<file path="src/rtl/pong_frame_decoder_pkg.sv">
// Shared frame layout, state encoding and checksum helper for the pong UART link.
// FRAME_CHECKSUM_EN selects the 5-byte frame with a trailing XOR byte.
package pong_link_pkg;

`ifdef FRAME_CHECKSUM_EN
  localparam int FRAME_BYTES = 5;
`else
  localparam int FRAME_BYTES = 4;
`endif

  localparam int CNT_W      = $clog2(FRAME_BYTES);
  localparam int X_LSB      = 1;
  localparam int X_W        = 11;
  localparam int Y_BALL_LSB = 12;
  localparam int Y_PAD_LSB  = 22;
  localparam int Y_W        = 10;

  typedef enum logic [1:0] {
    S_IDLE    = 2'd0,
    S_COLLECT = 2'd1,
    S_CHECK   = 2'd2
  } state_t;

  typedef struct packed {
    logic [Y_W-1:0] y_pad;
    logic [Y_W-1:0] y_ball;
    logic [X_W-1:0] x_ball;
    logic           marker;
  } frame_t;

  function automatic logic [7:0] frame_xor(input logic [31:0] w);
    return w[7:0] ^ w[15:8] ^ w[23:16] ^ w[31:24];
  endfunction

endpackage

</file>
<file path="src/rtl/pong_frame_decoder_tick_timeout.sv">
// Saturating timing_tick counter; hit flags the tick that brings it to LIMIT.
module tick_timeout #(
  parameter int LIMIT = 16
) (
  input  logic clk,
  input  logic rst,
  input  logic clr,
  input  logic tick,
  output logic hit
);
  localparam int W = $clog2(LIMIT + 1);

  logic [W-1:0] count;

  assign hit = tick && !clr && (count == W'(LIMIT - 1));

  // Clear dominates; otherwise count ticks until the limit is reached.
  always_ff @(posedge clk or posedge rst) begin
    if (rst) begin
      count <= '0;
    end else if (clr) begin
      count <= '0;
    end else if (tick && (count != W'(LIMIT))) begin
      count <= count + W'(1);
    end
  end

endmodule

</file>
<file path="src/rtl/pong_frame_decoder.sv">
// Receive-side game-state frame decoder with byte-gap and link-health watchdogs.
// Build option: FRAME_CHECKSUM_EN (5-byte frame with XOR check byte).
module pong_frame_decoder
  import pong_link_pkg::*;
#(
  parameter int          GAP_TICKS  = 16,
  parameter int          LINK_TICKS = 120,
  parameter logic [9:0]  Y_RST      = 10'd300,
  parameter logic [10:0] X_RST      = 11'd512
) (
  input  logic        clk,
  input  logic        rst,
  input  logic        timing_tick,
  input  logic [7:0]  rx_data,
  input  logic        rx_done,
  output logic [9:0]  y_pad_remote,
  output logic [9:0]  y_ball,
  output logic [10:0] x_ball,
  output logic        frame_valid,
  output logic        frame_err,
  output logic        link_up
);
  localparam logic [CNT_W-1:0] CNT_LAST = CNT_W'(FRAME_BYTES - 1);
  localparam logic [CNT_W-1:0] CNT_ONE  = CNT_W'(1);

  state_t           state, state_next;
  logic [CNT_W-1:0] byte_cnt;
  logic [7:0]       held [FRAME_BYTES];
  logic [7:0]       cand [FRAME_BYTES];
  logic [31:0]      word;
  frame_t           frame;
  logic             frame_ok, store_byte, load_good, load_bad;
  logic             gap_clr, gap_hit, link_hit;

  // The frame is judged in the same cycle its last byte arrives, so the
  // incoming byte is merged into the held bytes before checking.
  always_comb begin
    for (int k = 0; k < FRAME_BYTES; k++) begin
      cand[k] = (byte_cnt == CNT_W'(k)) ? rx_data : held[k];
    end
    word         = {cand[3], cand[2], cand[1], cand[0]};
    frame.marker = word[0];
    frame.x_ball = word[X_LSB +: X_W];
    frame.y_ball = word[Y_BALL_LSB +: Y_W];
    frame.y_pad  = word[Y_PAD_LSB +: Y_W];
`ifdef FRAME_CHECKSUM_EN
    frame_ok = frame.marker && (cand[FRAME_BYTES-1] == frame_xor(word));
`else
    frame_ok = frame.marker;
`endif
  end

  // Next-state and load/error decisions.
  always_comb begin
    state_next = state;
    store_byte = 1'b0;
    load_good  = 1'b0;
    load_bad   = 1'b0;
    case (state)
      S_IDLE: begin
        if (rx_done && rx_data[0]) begin
          store_byte = 1'b1;
          state_next = S_COLLECT;
        end else begin
          state_next = S_IDLE;
        end
      end
      S_COLLECT: begin
        if (rx_done) begin
          store_byte = 1'b1;
          if (byte_cnt == CNT_LAST) begin
            state_next = S_CHECK;
            load_good  = frame_ok;
            load_bad   = !frame_ok;
          end else begin
            state_next = S_COLLECT;
          end
        end else if (gap_hit) begin
          load_bad   = 1'b1;
          state_next = S_IDLE;
        end else begin
          state_next = S_COLLECT;
        end
      end
      S_CHECK: state_next = S_IDLE;
      default: state_next = S_IDLE;
    endcase
  end

  assign gap_clr = rx_done || (state != S_COLLECT);

  tick_timeout #(.LIMIT(GAP_TICKS)) u_gap_wd (
    .clk  (clk),
    .rst  (rst),
    .clr  (gap_clr),
    .tick (timing_tick),
    .hit  (gap_hit)
  );

  tick_timeout #(.LIMIT(LINK_TICKS)) u_link_wd (
    .clk  (clk),
    .rst  (rst),
    .clr  (load_good),
    .tick (timing_tick),
    .hit  (link_hit)
  );

  // State register.
  always_ff @(posedge clk or posedge rst) begin
    if (rst) begin
      state <= S_IDLE;
    end else begin
      state <= state_next;
    end
  end

  // Byte capture; the count returns to zero whenever collection ends.
  always_ff @(posedge clk or posedge rst) begin
    if (rst) begin
      byte_cnt <= '0;
      for (int k = 0; k < FRAME_BYTES; k++) begin
        held[k] <= 8'h00;
      end
    end else if (store_byte) begin
      held[byte_cnt] <= rx_data;
      byte_cnt       <= (byte_cnt == CNT_LAST) ? '0 : byte_cnt + CNT_ONE;
    end else if (state_next != S_COLLECT) begin
      byte_cnt <= '0;
    end
  end

  // Registered outputs: coordinates change only as a whole on a good frame.
  always_ff @(posedge clk or posedge rst) begin
    if (rst) begin
      y_pad_remote <= Y_RST;
      y_ball       <= Y_RST;
      x_ball       <= X_RST;
      frame_valid  <= 1'b0;
      frame_err    <= 1'b0;
      link_up      <= 1'b0;
    end else begin
      frame_valid <= load_good;
      frame_err   <= load_bad;
      if (load_good) begin
        y_pad_remote <= frame.y_pad;
        y_ball       <= frame.y_ball;
        x_ball       <= frame.x_ball;
      end
      if (load_good) begin
        link_up <= 1'b1;
      end else if (link_hit) begin
        link_up <= 1'b0;
      end
    end
  end

endmodule
</file>
<file path="config.mk">
export PLATFORM = sky130hd
export DESIGN_NAME = pong_frame_decoder
export DESIGN_NICKNAME = d
export VERILOG_FILES = /design/src/rtl/pong_frame_decoder_pkg.sv /design/src/rtl/pong_frame_decoder_tick_timeout.sv /design/src/rtl/pong_frame_decoder.sv
export SDC_FILE = /design/constraint.sdc
export NUM_CORES = 1
export LEC_CHECK = 0
export CORE_MARGIN = 3
export CORE_UTILIZATION = 55
export DETAILED_ROUTE_END_ITERATION = 10
export GPL_ROUTABILITY_DRIVEN = 0
export PLACE_DENSITY = 0.78
export SYNTH_ARGS = -nofsm -noshare
export SYNTH_HDL_FRONTEND = slang
export SYNTH_SLANG_ARGS = --single-unit
export TNS_END_PERCENT = 30
</file>
<file path="constraint.sdc">
create_clock -name clk -period 8.8 [get_ports clk]
set_input_delay 2.2 -clock clk [delete_from_list [all_inputs] [get_ports clk]]
set_output_delay 2.2 -clock clk [all_outputs]
set_load 0.05 [all_outputs]
</file>
==> run metrics <==
most frequent cell after synthesis=dfrtp_1; CTS tree=done; status=completed; endpoints failing hold=0; Post-CTS Setup Bufs=0; Routed WL=7380 um; relative slew slack=32.9%; GRT busiest layer=met2; Yosys top cell by area=dfrtp_1; Synthesized Nets=302; setup_tns=0 ps; area fraction of the dominant cell type after synthesis=45.7%; Hold/Removal Path Class=reg2reg; Net Sw Power=0.614 mW; htree depth=3; TritonRoute pass-1 iters=4; R2R cell count=4; drc violations=0; Die Span Y=91.3 um; Comb power frac=42.9%; IO buf count=45; post-synth cell types=40; fin crit period=4040 ps; Core Region=0.00691 mm^2; pwr dens=358 mW/mm^2; DRT antenna net count=0; Tcrit/Tclk final=46.0%; Worst Setup Path Type=in2reg; layout cell share with drive strength beyond 1=37.2%; CP Capture Type=flip-flop; Setup WS post-layout=4760 ps; Worst Hold Launch=held[0]; Synth area leaders=dfrtp_1 46%, mux2_2 19%, mux2_4 9.0%, dfstp_2 5.9%, ha_1 2.8%; reg2reg start=byte_cnt[0]; CTS buffer count=9; Critical Path, Cell by Cell=clkdlybuf4s50_1, nor2b_1, and3b_1, mux2_2; VDD IR max=205 uV; Initial Utilization=57.9%; reg2reg end=y_pad_remote[4]; Antenna Cells=0; dominant register cell in the synthesized netlist=dfrtp_1; P_leak=2.05 nW; met2 Use GR=30.2%; GRT Util Overall=19.5%; Root Driver=clkbuf_8; # resized after CTS=0; Reg2Reg Setup Slack=6250 ps; die width=91.3 um; RSZ-0062 raised after global routing=false; initial antenna violation count=0; CTS Buffer Depth=2; Post-synth EDFFs=0; peak fanout along the critical path=12; Post-Syn Instances=281; via count=2353; global-route wire length before repair=12700 um; vias per cell=5.55; Placement Rows=30; crit-path leading delay family=simple AND/OR/NAND/NOR gates; global route overflow=0; syn_area_per_cell=14.2 um^2; CP Data Arrival Time=4280 ps; DR iter-0 viols=112; Routed wire per std cell=17.4 um; Critical Path Max Stage Delay=620 ps; WHS Path Cells=1; met3 Use GR=5.97%; Synth Register Bits=82; pins over their slew limit=0; Hold Path End=held[0]; Worst Setup Start Kind=primary input; Clock Power Share=19.6%; CTS Sinks=82; post-place setup slack=4410 ps; area of the die=0.00833 mm^2; met1 Use GR=26.3%; Int Pwr=1.06 mW; f_max=0.247 GHz; Final setup viols=0; Ys Warns=0; largest net degree at the start of global routing=83; worst slew pin tran=1010 ps; post-DP HPWL=4720 um; Buf+Inv Stages, Crit Path=1; Crit-path slowest cell=nor2b_1; IO Count=46; max_cap viols=0; Setup Skew=7.93 ps; Reg clk slew, reported paths=80 ps; Commonest cells post-synth=73 x dfrtp_1, 66 x mux2_2, 24 x mux2_4, 12 x inv_1, 10 x o21ai_0; Worst EP required=9040 ps; vias in the first global route=2486; hold_buf cts=0; area delta synth->final=17.0%; Layout Nets=344; post-synthesis async set-or-reset flop share=100%; clk_lat worst skew=350 ps; Post-Synthesis Cell Area=0.00400 mm^2; sequential share of the synthesized area=51.6%; Flop pwr share=37.5%; switching portion of total power=36.7%
[how the worst max path moves through the flow]
| stage | start | end | slack, ps | cells past startpoint |
|---|---|---|---|---|
| after floorplan | rst | byte_cnt[0] | 4510 | 1 |
| after global placement | rx_done | held[4] | 4510 | 4 |
| after detailed placement | rx_done | held[9] | 4410 | 4 |
| after CTS | rx_done | held[9] | 4800 | 4 |
| after global routing | rx_done | held[12] | 4650 | 4 |
| final | rx_done | held[9] | 4760 | 4 |
[per-layer routing]
metal  part of all wire (%)  vias up
li1                       -     1085
met5                      0        -
met2                     50       57
met4                    1.1        0
met1                     45     1204
met3                    4.3        7
[flip-flops by register name, summed over array words and instances (netlist names)]
| register | flops |
|---|---|
| x_ball | 11 |
| y_ball | 10 |
| u_gap_wd.count | 5 |
| byte_cnt | 2 |
| state | 2 |
| y_pad_remote | 10 |
| link_up | 1 |
| frame_valid | 1 |
| held | 32 |
| frame_err | 1 |
| u_link_wd.count | 7 |
[through the flow]
| stage | instances | total power, mW | hold slack, ps | util [%] | cell area [um^2] |
|---|---|---|---|---|---|
| after floorplan | 281 | 1.16 | 462 | - | 4000 |
| after global placement | 408 | 1.33 | 473 | 64.2 | 4440 |
| after detailed placement | 408 | 1.35 | 480 | 64.2 | 4440 |
| after CTS | 424 | 1.69 | 499 | 67.7 | 4680 |
| after global routing | 424 | 1.77 | 531 | 67.7 | 4680 |
| final | 424 | 1.67 | 495 | 67.7 | 4680 |
[kinds of logic (layout without fill, tap and decap cells)]
| family | Yosys count | after routing | share of synthesized area, % |
|---|---|---|---|
| AOI/OAI and AO/OA | 29 | 29 | 5.23 |
| muxes | 93 | 93 | 28.7 |
| DFF | 82 | 82 | 51.6 |
| adders and majority gates | 9 | 9 | 2.82 |
| xor gates and xnor gates | 3 | 3 | 0.657 |
| buffers and inverters | 27 | 74 | 4.66 |
| and+or+nand+nor | 38 | 38 | 6.35 |
[layout make-up]
type                       count  area [um^2]
tap                           96          120
timing repair buffer          46          458
multi-input combinational    172         1750
clock buffer                   9          124
inverter                      12         46.3
fill                         522         2230
clock inverter                 7          116
sequential                    82         2060
[layout by cell type, fill, tap and decap left out, types with 2 or more instances in the layout]
cell type        synthesis  layout
clkdlybuf4s50_1          0      45
o21ai_0                 10      10
nand2_1                  6       6
nor2b_1                  2       2
dfstp_2                  9       9
xor2_1                   3       3
and3b_1                  4       4
ha_1                     9       9
inv_1                   12      11
dfrtp_1                 73      73
nand3_1                  8       8
mux2_4                  24      24
and3_1                   2       2
nor2_1                   5       5
a22o_1                   2       2
mux2i_1                  2       2
clkinv_2                 0       3
bufinv_16                0       3
mux2_2                  66      66
a32o_1                   4       4
clkbuf_8                 0       9
nand4_1                  3       3
or3_1                    2       2
a21oi_1                  6       6
[power by group through the flow]
stage,Combinational [mW],Clock [mW],Sequential [mW]
3_3_place_gp,0.704,0,0.627
6_report,0.718,0.329,0.628
2_1_floorplan,0.349,0,0.813
5_1_grt,0.763,0.354,0.651
3_5_place_dp,0.720,0,0.633
4_1_cts,0.726,0.336,0.629
Note: power is estimated with default switching activity, not from simulation.
